File: config.mk
export PLATFORM = sky130hd
export DESIGN_NAME = regfile_read_port
export DESIGN_NICKNAME = d
export VERILOG_FILES = /design/src/rtl/regfile_read_port.sv
export SDC_FILE = /design/constraint.sdc
export NUM_CORES = 1
export LEC_CHECK = 0
export BUFFER_PORTS_ARGS = -buffer_cell sky130_fd_sc_hd__buf_2
export CAP_MARGIN = 0
export CORE_AREA = 2 2 140 142
export CTS_CLUSTER_DIAMETER = 40
export DETAILED_ROUTE_END_ITERATION = 8
export DIE_AREA = 0 0 142 144
export PLACE_DENSITY_LB_ADDON = 0.1
export SLEW_MARGIN = 20
export SYNTH_ARGS = -nofsm -noshare
export SYNTH_HDL_FRONTEND = slang
export SYNTH_SLANG_ARGS = --single-unit
File: constraint.sdc
create_clock -name clk -period 2.78 [get_ports clk]
set_input_delay 0.695 -clock clk [delete_from_list [all_inputs] [get_ports clk]]
set_output_delay 0.695 -clock clk [all_outputs]
set_load 0.02 [all_outputs]
File: src/rtl/regfile_read_port.sv
// Operand-fetch buffer for the 16x16 register file: selects A/B sources with
// same-cycle write forwarding and holds the pair in a one-entry valid/ready stage.
module regfile_read_port #(
    parameter int WIDTH    = 16,
    parameter int GAME_REG = 15,
    parameter int STALL_W  = 8
) (
    input  logic               clk,
    input  logic               reset,
    input  logic [WIDTH-1:0]   r0,
    input  logic [WIDTH-1:0]   r1,
    input  logic [WIDTH-1:0]   r2,
    input  logic [WIDTH-1:0]   r3,
    input  logic [WIDTH-1:0]   r4,
    input  logic [WIDTH-1:0]   r5,
    input  logic [WIDTH-1:0]   r6,
    input  logic [WIDTH-1:0]   r7,
    input  logic [WIDTH-1:0]   r8,
    input  logic [WIDTH-1:0]   r9,
    input  logic [WIDTH-1:0]   r10,
    input  logic [WIDTH-1:0]   r11,
    input  logic [WIDTH-1:0]   r12,
    input  logic [WIDTH-1:0]   r13,
    input  logic [WIDTH-1:0]   r14,
    input  logic [WIDTH-1:0]   r15,
    input  logic [WIDTH-1:0]   ALUBus,
    input  logic [15:0]        regEnable,
    input  logic [WIDTH-1:0]   gameInput,
    input  logic               rd_valid,
    output logic               rd_ready,
    input  logic [3:0]         srcA,
    input  logic [3:0]         srcB,
    output logic [WIDTH-1:0]   opA,
    output logic [WIDTH-1:0]   opB,
    output logic               op_valid,
    input  logic               op_ready,
    output logic [1:0]         fwd_hit,
    output logic [STALL_W-1:0] stall_cnt
);

    localparam logic [0:0] EMPTY = 1'b0;
    localparam logic [0:0] FULL  = 1'b1;
    localparam logic [3:0] GAME_IDX = 4'(GAME_REG);

    logic [0:0]       state;
    logic [WIDTH-1:0] regs [16];
    logic [WIDTH-1:0] sel_a_p0;
    logic [WIDTH-1:0] sel_b_p0;
    logic             hit_a_p0;
    logic             hit_b_p0;
    logic             accept;
    logic             pop;

    function automatic logic [STALL_W-1:0] sat_inc(input logic [STALL_W-1:0] v);
        return (&v) ? v : v + STALL_W'(1);
    endfunction

    assign regs[0]  = r0;
    assign regs[1]  = r1;
    assign regs[2]  = r2;
    assign regs[3]  = r3;
    assign regs[4]  = r4;
    assign regs[5]  = r5;
    assign regs[6]  = r6;
    assign regs[7]  = r7;
    assign regs[8]  = r8;
    assign regs[9]  = r9;
    assign regs[10] = r10;
    assign regs[11] = r11;
    assign regs[12] = r12;
    assign regs[13] = r13;
    assign regs[14] = r14;
    assign regs[15] = r15;

    assign op_valid = (state == FULL);
    assign rd_ready = (state == EMPTY) || op_ready;
    assign accept   = rd_valid && rd_ready;
    assign pop      = op_valid && op_ready;

    // Stage p0: source select; the game register always reloads, so its write enable is moot
    always_comb begin
        sel_a_p0 = regs[srcA];
        hit_a_p0 = 1'b0;
        if (srcA == GAME_IDX) begin
            sel_a_p0 = gameInput;
            hit_a_p0 = 1'b1;
        end else if (regEnable[srcA]) begin
            sel_a_p0 = ALUBus;
            hit_a_p0 = 1'b1;
        end

        sel_b_p0 = regs[srcB];
        hit_b_p0 = 1'b0;
        if (srcB == GAME_IDX) begin
            sel_b_p0 = gameInput;
            hit_b_p0 = 1'b1;
        end else if (regEnable[srcB]) begin
            sel_b_p0 = ALUBus;
            hit_b_p0 = 1'b1;
        end
    end

    // Stage p1: output buffer
    always_ff @(posedge clk) begin
        if (reset) begin
            state     <= EMPTY;
            opA       <= '0;
            opB       <= '0;
            fwd_hit   <= 2'b00;
            stall_cnt <= '0;
        end else begin
            if (accept) begin
                state   <= FULL;
                opA     <= sel_a_p0;
                opB     <= sel_b_p0;
                fwd_hit <= {hit_b_p0, hit_a_p0};
            end else if (pop) begin
                state <= EMPTY;
            end
            if (op_valid && !op_ready)
                stall_cnt <= sat_inc(stall_cnt);
        end
    end

endmodule

==> metrics.yaml, run 1 <==
worst_setup_path:
  r2r_slack_ns: 1.04
  crit_path_max_incr_delay_ns: 0.60
  cp_max_fo: 23
  timing_worst_setup_path_type: "input pin to register"
  r2r_end: "opA[0]$_SDFFE_PP0P_"
  cp-start-kind: "input pin"
  worstPathCellList: "buf_4, buf_12, mux4_1, mux4_2, mux2i_1, a21oi_1"
  required_ns: 2.95
  crit_slowest_cell: "mux4_1"
  cp.arrival_ns: 2.66
  timing.rr.start: "op_valid$_SDFFE_PP0P_"
  cp-end-kind: "register"
  ff2ff_path_depth: 5
synth:
  synthFlopType: "dfxtp_1"
  synth_fp_nets: 732
  synth_cell_types: 35
  async_flop_share_pct: 0
  yosys_warnings: 0
  synth_seq_cells: 43
  avgSynthCellArea_um2: 15.44
  synth_edf_count: 0
  ys_seq_area_share_pct: 13.44
  synth_cells: 415
  syn_area_um2: 6406
hold_path:
  hp-class: "register to register"
  hold_depth: 2
  hold_path_startpoint: "stall_cnt[6]$_SDFFE_PP0P_"
  min_to: "stall_cnt[6]$_SDFFE_PP0P_"
floorplan:
  die_h_um: 144
  initial_core_util_pct: 33.58
  die-area_um2: 20450
  die_x_um: 142
  rows: 51
  core_area_um2: 19080
  io-pin-count: 360
cells_and_area:
  fill_cells: 1803
  layout_commonest_cell: "buf_2"
  area_growth_pct: 34.80
  final_cell_area_um2: 8636
  layout_common_cells: "buf_2 (357), mux4_2 (118), mux4_1 (44), dfxtp_1 (43), mux2i_1 (37)"
  num-nets-final: 1076
  fin_util_pct: 45.26
  layout-drive-gt1-share_pct: 69.08
power:
  p_total_w: 0.002763
  powerDensity_nw_per_um2: 320.0
  p_leak_nw: 3.790
  peakVddDrop_mv: 0.1850
route:
  drt_iter0_drc: 353
  dr.pass1.iters: 5
  antenna_left: 0
  routed_wl_um: 25810
  drc_errors: 0
  num_vias: 6153
  wl_per_cell_um: 25.50
  viasPerCell: 6.080
sta:
  period_needed_ns: 2.494
  skew_ns: 0.002939
  tightest_slew_ns: 0.8733
  drv_slew: 0
  fin_tns_setup_ns: 0
  fmaxAchievable_mhz: 401.0
  hold_viol: 0
  whs_ns: 0.5453
  relSlewSlack_pct: 41.42
  setup_viol: 0
  min_period_over_period_pct: 89.71
  rsz0062_at_grt: "no"
place:
  globalplace.congestion: 0.9690
  place_area_um2: 8432
  io_buffers: 359
  hpwl_um: 21480
cts:
  cts-buffers-inserted: 5
  htreeDepth: 2
  post_cts_resized: 0
  clockBufferDepth: 2
  postCtsSetupBuffers: 0
  path_clk_slew_ns: 0.06
  clock_latency_ns: 0.29
  cts_tree: "done"
  holdBufCountCts: 0
  clock_sinks: 43
  root_buffer: "clkbuf_16"
grt:
  antenna_found_initial: 14
  grt_usage_pct: 24.34
  grt_start_max_net_pins: 67
  grt_first_pass_wirelength_um: 37400
  grt_pass1_vias: 6336
  overflow: 0
run_status:
  status: "finished clean"
run:
  max_cap_violations: 0
## cells in the mapped netlist (2+ instances only)
| library cell | instances | area (um^2) |
|---|---|---|
| xor2_1 | 6 | 52.55 |
| nand4_1 | 4 | 25.02 |
| nand2_1 | 5 | 18.77 |
| o221ai_1 | 32 | 280.3 |
| mux4_4 | 6 | 150.1 |
| nor2_1 | 12 | 45.04 |
| buf_2 | 22 | 110.1 |
| o21ai_0 | 2 | 10.01 |
| a21oi_1 | 35 | 175.2 |
| clkbuf_4 | 2 | 15.01 |
| mux4_2 | 118 | 2658 |
| and2_1 | 2 | 12.51 |
| dlygate4sd1_1 | 3 | 26.28 |
| mux2i_1 | 37 | 370.4 |
| buf_12 | 7 | 140.1 |
| mux4_1 | 44 | 1156 |
| and4_1 | 3 | 26.28 |
| clkbuf_1 | 5 | 18.77 |
| buf_4 | 5 | 37.54 |
| buf_8 | 2 | 30.03 |
| nand3_1 | 2 | 10.01 |
| buf_6 | 6 | 67.56 |
| dfxtp_1 | 43 | 860.8 |
## where the power goes
part	total, W	leakage [nW]	switching, W	internal, W
Sequential	0.000698	0.355	0.0000300	0.000668
Combinational	0.00139	3.35	0.000617	0.000777
Clock	0.000671	0.0839	0.000247	0.000424
Total	0.00276	3.79	0.000895	0.00187
## worst max-delay path, delay by kind of cell
family                 cells  cell delay, ns
AO/OA/AOI/OAI              1            0.11
buffers and inverters      2            0.42
multiplexers               3            1.42
## metrics by stage
step / worst slack (ns) / instances
floorplan: 0.3316 / 415
global placement: 0.04526 / 990
detailed placement: 0.01666 / 990
CTS: 0.3127 / 998
global route: 0.2601 / 1010
finish: 0.2861 / 1012
## logic make-up (layout without fill, tap and decap cells)
family                   Yosys count  count (layout)  share of synthesized area, %
multiplexers                     207             207                         68.18
buffers and inverters             57             402                         7.480
AND/OR/NAND/NOR                   30              30                         2.344
flip-flops                        43              43                         13.44
XOR/XNOR                           7               7                        0.9570
AO/OA/AOI/OAI                     70              70                         7.402
adder cells (fa/ha/maj)            1               1                        0.1953
other                              0              14                             0
## layer usage
metal	track usage, %	wire length [um]	vias up
li1	-	-	2648
met1	32.13	10370	3129
met2	40.45	12780	324
met3	3.907	1795	52
met4	9.526	870	0
met5	0	0	-
## worst max-delay path by stage
stage          startpoint                   end  cells past startpoint
6_report          srcB[0]  opB[13]$_SDFFE_PP0P_                      6
2_1_floorplan     srcA[1]   opA[2]$_SDFFE_PP0P_                      7
3_3_place_gp      srcB[0]  opB[13]$_SDFFE_PP0P_                      6
5_1_grt           srcA[0]   opA[8]$_SDFFE_PP0P_                      7
4_1_cts           srcB[0]  opB[13]$_SDFFE_PP0P_                      6
3_5_place_dp      srcB[0]  opB[13]$_SDFFE_PP0P_                      6
## state kept, by name, indices dropped and copies added, names as in the netlist
signal	cells
opB	16
stall_cnt	8
op_valid	1
fwd_hit	2
opA	16
## area by class of cell
| type | count | area (um^2) | area share [%] |
|---|---|---|---|
| clock inverters | 3 | 43.79 | 0.5071 |
| clock buffers | 5 | 125.1 | 1.449 |
| diodes | 14 | 35.03 | 0.4057 |
| inverters | 2 | 7.507 | 0.08693 |
| flip-flops and latches | 43 | 860.8 | 9.968 |
| repair buffers | 392 | 2200 | 25.47 |
| multi-input cells | 315 | 5066 | 58.66 |
| well taps | 238 | 297.8 | 3.448 |
Note: power is estimated with default switching activity, not from simulation.
==> inputs of run 2 (changes only) <==
--- a/config.mk
+++ b/config.mk
@@ -5,13 +5,14 @@
 export SDC_FILE = /design/constraint.sdc
 export NUM_CORES = 1
 export LEC_CHECK = 0
-export BUFFER_PORTS_ARGS = -buffer_cell sky130_fd_sc_hd__buf_2
-export CAP_MARGIN = 0
+export CAP_MARGIN = 10
 export CORE_AREA = 2 2 140 142
 export CTS_CLUSTER_DIAMETER = 40
 export DETAILED_ROUTE_END_ITERATION = 8
 export DIE_AREA = 0 0 142 144
+export DONT_BUFFER_PORTS = 1
 export PLACE_DENSITY_LB_ADDON = 0.1
+export RECOVER_POWER = 25
 export SLEW_MARGIN = 20
 export SYNTH_ARGS = -nofsm -noshare
 export SYNTH_HDL_FRONTEND = slang
==> run 2 against run 1 <==
Net effect:
- setup slack improved by 0.36 ns
- sequential share of layout area up 3.3 points
- first-iteration DRC count decreased by 25%
- global-route usage decreased by 2.7 points
- sequential power up 11%
- final cell count is 39% lower
- combinational power is 42% lower
- sequential cell count did not move
- total power is 18% lower
- critical path depth shrank 1
- critical path type unchanged
- largest power group unchanged
==> metrics.yaml, run 2 (same netlist as run 1, synthesis figures left out) <==
sta:
  whs_ns: 0.4692
  period_needed_ns: 2.131
  min_period_over_period_pct: 76.66
  drv_slew: 0
  skew_ns: 0.004859
  hold_viol: 0
  setup_viol: 0
  fmaxAchievable_mhz: 469.2
  tightest_slew_ns: 1.006
  rsz0062_at_grt: "no"
  relSlewSlack_pct: 31.51
  fin_tns_setup_ns: 0
  setup_slack_ns: 0.6488
cts:
  clock_latency_ns: 0.29
  root_buffer: "clkbuf_16"
  cts_tree: "done"
  clock_sinks: 43
  postCtsSetupBuffers: 0
  holdBufCountCts: 0
  clockBufferDepth: 2
  htreeDepth: 2
  post_cts_resized: 0
  cts-buffers-inserted: 5
  path_clk_slew_ns: 0.06
hold_path:
  hp-class: "input pin to register"
power:
  powerDensity_nw_per_um2: 351.5
  peakVddDrop_mv: 0.2400
  p_leak_nw: 2.156
worst_setup_path:
  cp_max_fo: 68
  required_ns: 2.94
  timing_worst_setup_path_type: "input pin to register"
  cp.arrival_ns: 2.30
  crit_start: "srcA[1]"
  cp-start-kind: "input pin"
  ff2ff_path_depth: 6
  timing.rr.start: "op_valid$_SDFFE_PP0P_"
  cp-end-kind: "register"
  crit_end: "opA[8]$_SDFFE_PP0P_"
  r2r_end: "stall_cnt[4]$_SDFFE_PP0P_"
  r2r_slack_ns: 0.95
floorplan:
  die-area_um2: 20450
  rows: 51
  core_area_um2: 19080
  die_x_um: 142
  die_h_um: 144
  io-pin-count: 360
  initial_core_util_pct: 33.58
cells_and_area:
  layout_commonest_cell: "mux4_2"
  reg.largest.list: "opA (16), opB (16), stall_cnt (8)"
  layout_common_cells: "mux4_2 (118), mux4_1 (44), dfxtp_1 (43), mux2i_1 (37), a21oi_1 (35)"
  layout-drive-gt1-share_pct: 37.07
  antenna_cells: 0
  num-nets-final: 691
  area_growth_pct: 0.9570
grt:
  grt_first_pass_wirelength_um: 32560
  antenna_found_initial: 1
  grt_usage_pct: 21.67
  grt_start_max_net_pins: 69
  overflow: 0
  grt_pass1_vias: 4913
route:
  viasPerCell: 7.525
  routed_wl_um: 23020
  wl_per_cell_um: 37.56
  drc_errors: 0
  drt_iter0_drc: 266
  dr.pass1.iters: 5
  num_vias: 4613
  antenna_left: 0
run_status:
  status: "finished clean"
place:
  io_buffers: 0
  hpwl_um: 18070
  globalplace.congestion: 0.8893
  dp_slack_ns: 0.3851
run:
  max_cap_violations: 0
==> run 2: changes by cell type in the layout (fill, tap and decap cells not counted) <==
cell,change
clkbuf_8,+1
buf_4,-18
buf_12,-11
clkbuf_1,+1
buf_2,-357
clkinv_4,-1
diode_2,-14
==> run 2: area by class of cell <==
cell class | instances | area [um^2]
Inverter | 2 | 7.507
Clock inverter | 2 | 35.03
Tap cell | 238 | 297.8
Multi-Input combinational cell | 315 | 5066
Sequential cell | 43 | 860.8
Fill cell | 1837 | 12610
Timing Repair Buffer | 7 | 61.31
Clock buffer | 6 | 138.9
==> run 2: metrics by stage <==
step           utilization (%)  total power, W  instance area [um^2]  std cells
6_report                 33.90        0.002273                  6467        613
5_1_grt                  33.90        0.002371                  6467        613
4_1_cts                  33.92        0.002294                  6471        613
3_5_place_dp             33.01        0.001592                  6297        605
3_3_place_gp             33.01        0.001588                  6297        605
2_1_floorplan                -        0.001571                  6406        415
==> run 2: critical path, cell delays in order <==
cell and delay (ns):
mux4_2 0.30, mux2i_1 0.10, mux2i_4 0.79, mux2i_1 0.30, a21oi_1 0.08
==> run 2: power breakdown <==
part / internal [W] / switching, W / total, W
registers: 0.000668 / 0.000106 / 0.000774
logic: 0.000536 / 0.000264 / 0.000800
clock network: 0.000447 / 0.000251 / 0.000698
total: 0.00165 / 0.000622 / 0.00227
==> run 2: how the worst min path moves through the flow <==
stage	startpoint	to	slack, ns	depth (start not counted)
CTS	reset	op_valid$_SDFFE_PP0P_	0.46	1
global placement	stall_cnt[1]$_SDFFE_PP0P_	stall_cnt[1]$_SDFFE_PP0P_	0.64	2
global route	reset	stall_cnt[1]$_SDFFE_PP0P_	0.46	1
finish	reset	op_valid$_SDFFE_PP0P_	0.47	1
detailed placement	stall_cnt[1]$_SDFFE_PP0P_	stall_cnt[1]$_SDFFE_PP0P_	0.66	2
floorplan	fwd_hit[0]$_SDFFE_PP0P_	fwd_hit[0]$_SDFFE_PP0P_	0.61	2
==> run 2: metal layers <==
| metal | track usage, % | part of all wire, % | vias to the layer above |
|---|---|---|---|
| li1 | - | - | 1852 |
| met1 | 27.32 | 36 | 2429 |
| met2 | 35.80 | 50 | 297 |
| met3 | 7.053 | 11 | 33 |
| met4 | 6.421 | 2.6 | 2 |
| met5 | 0 | 0.069 | - |
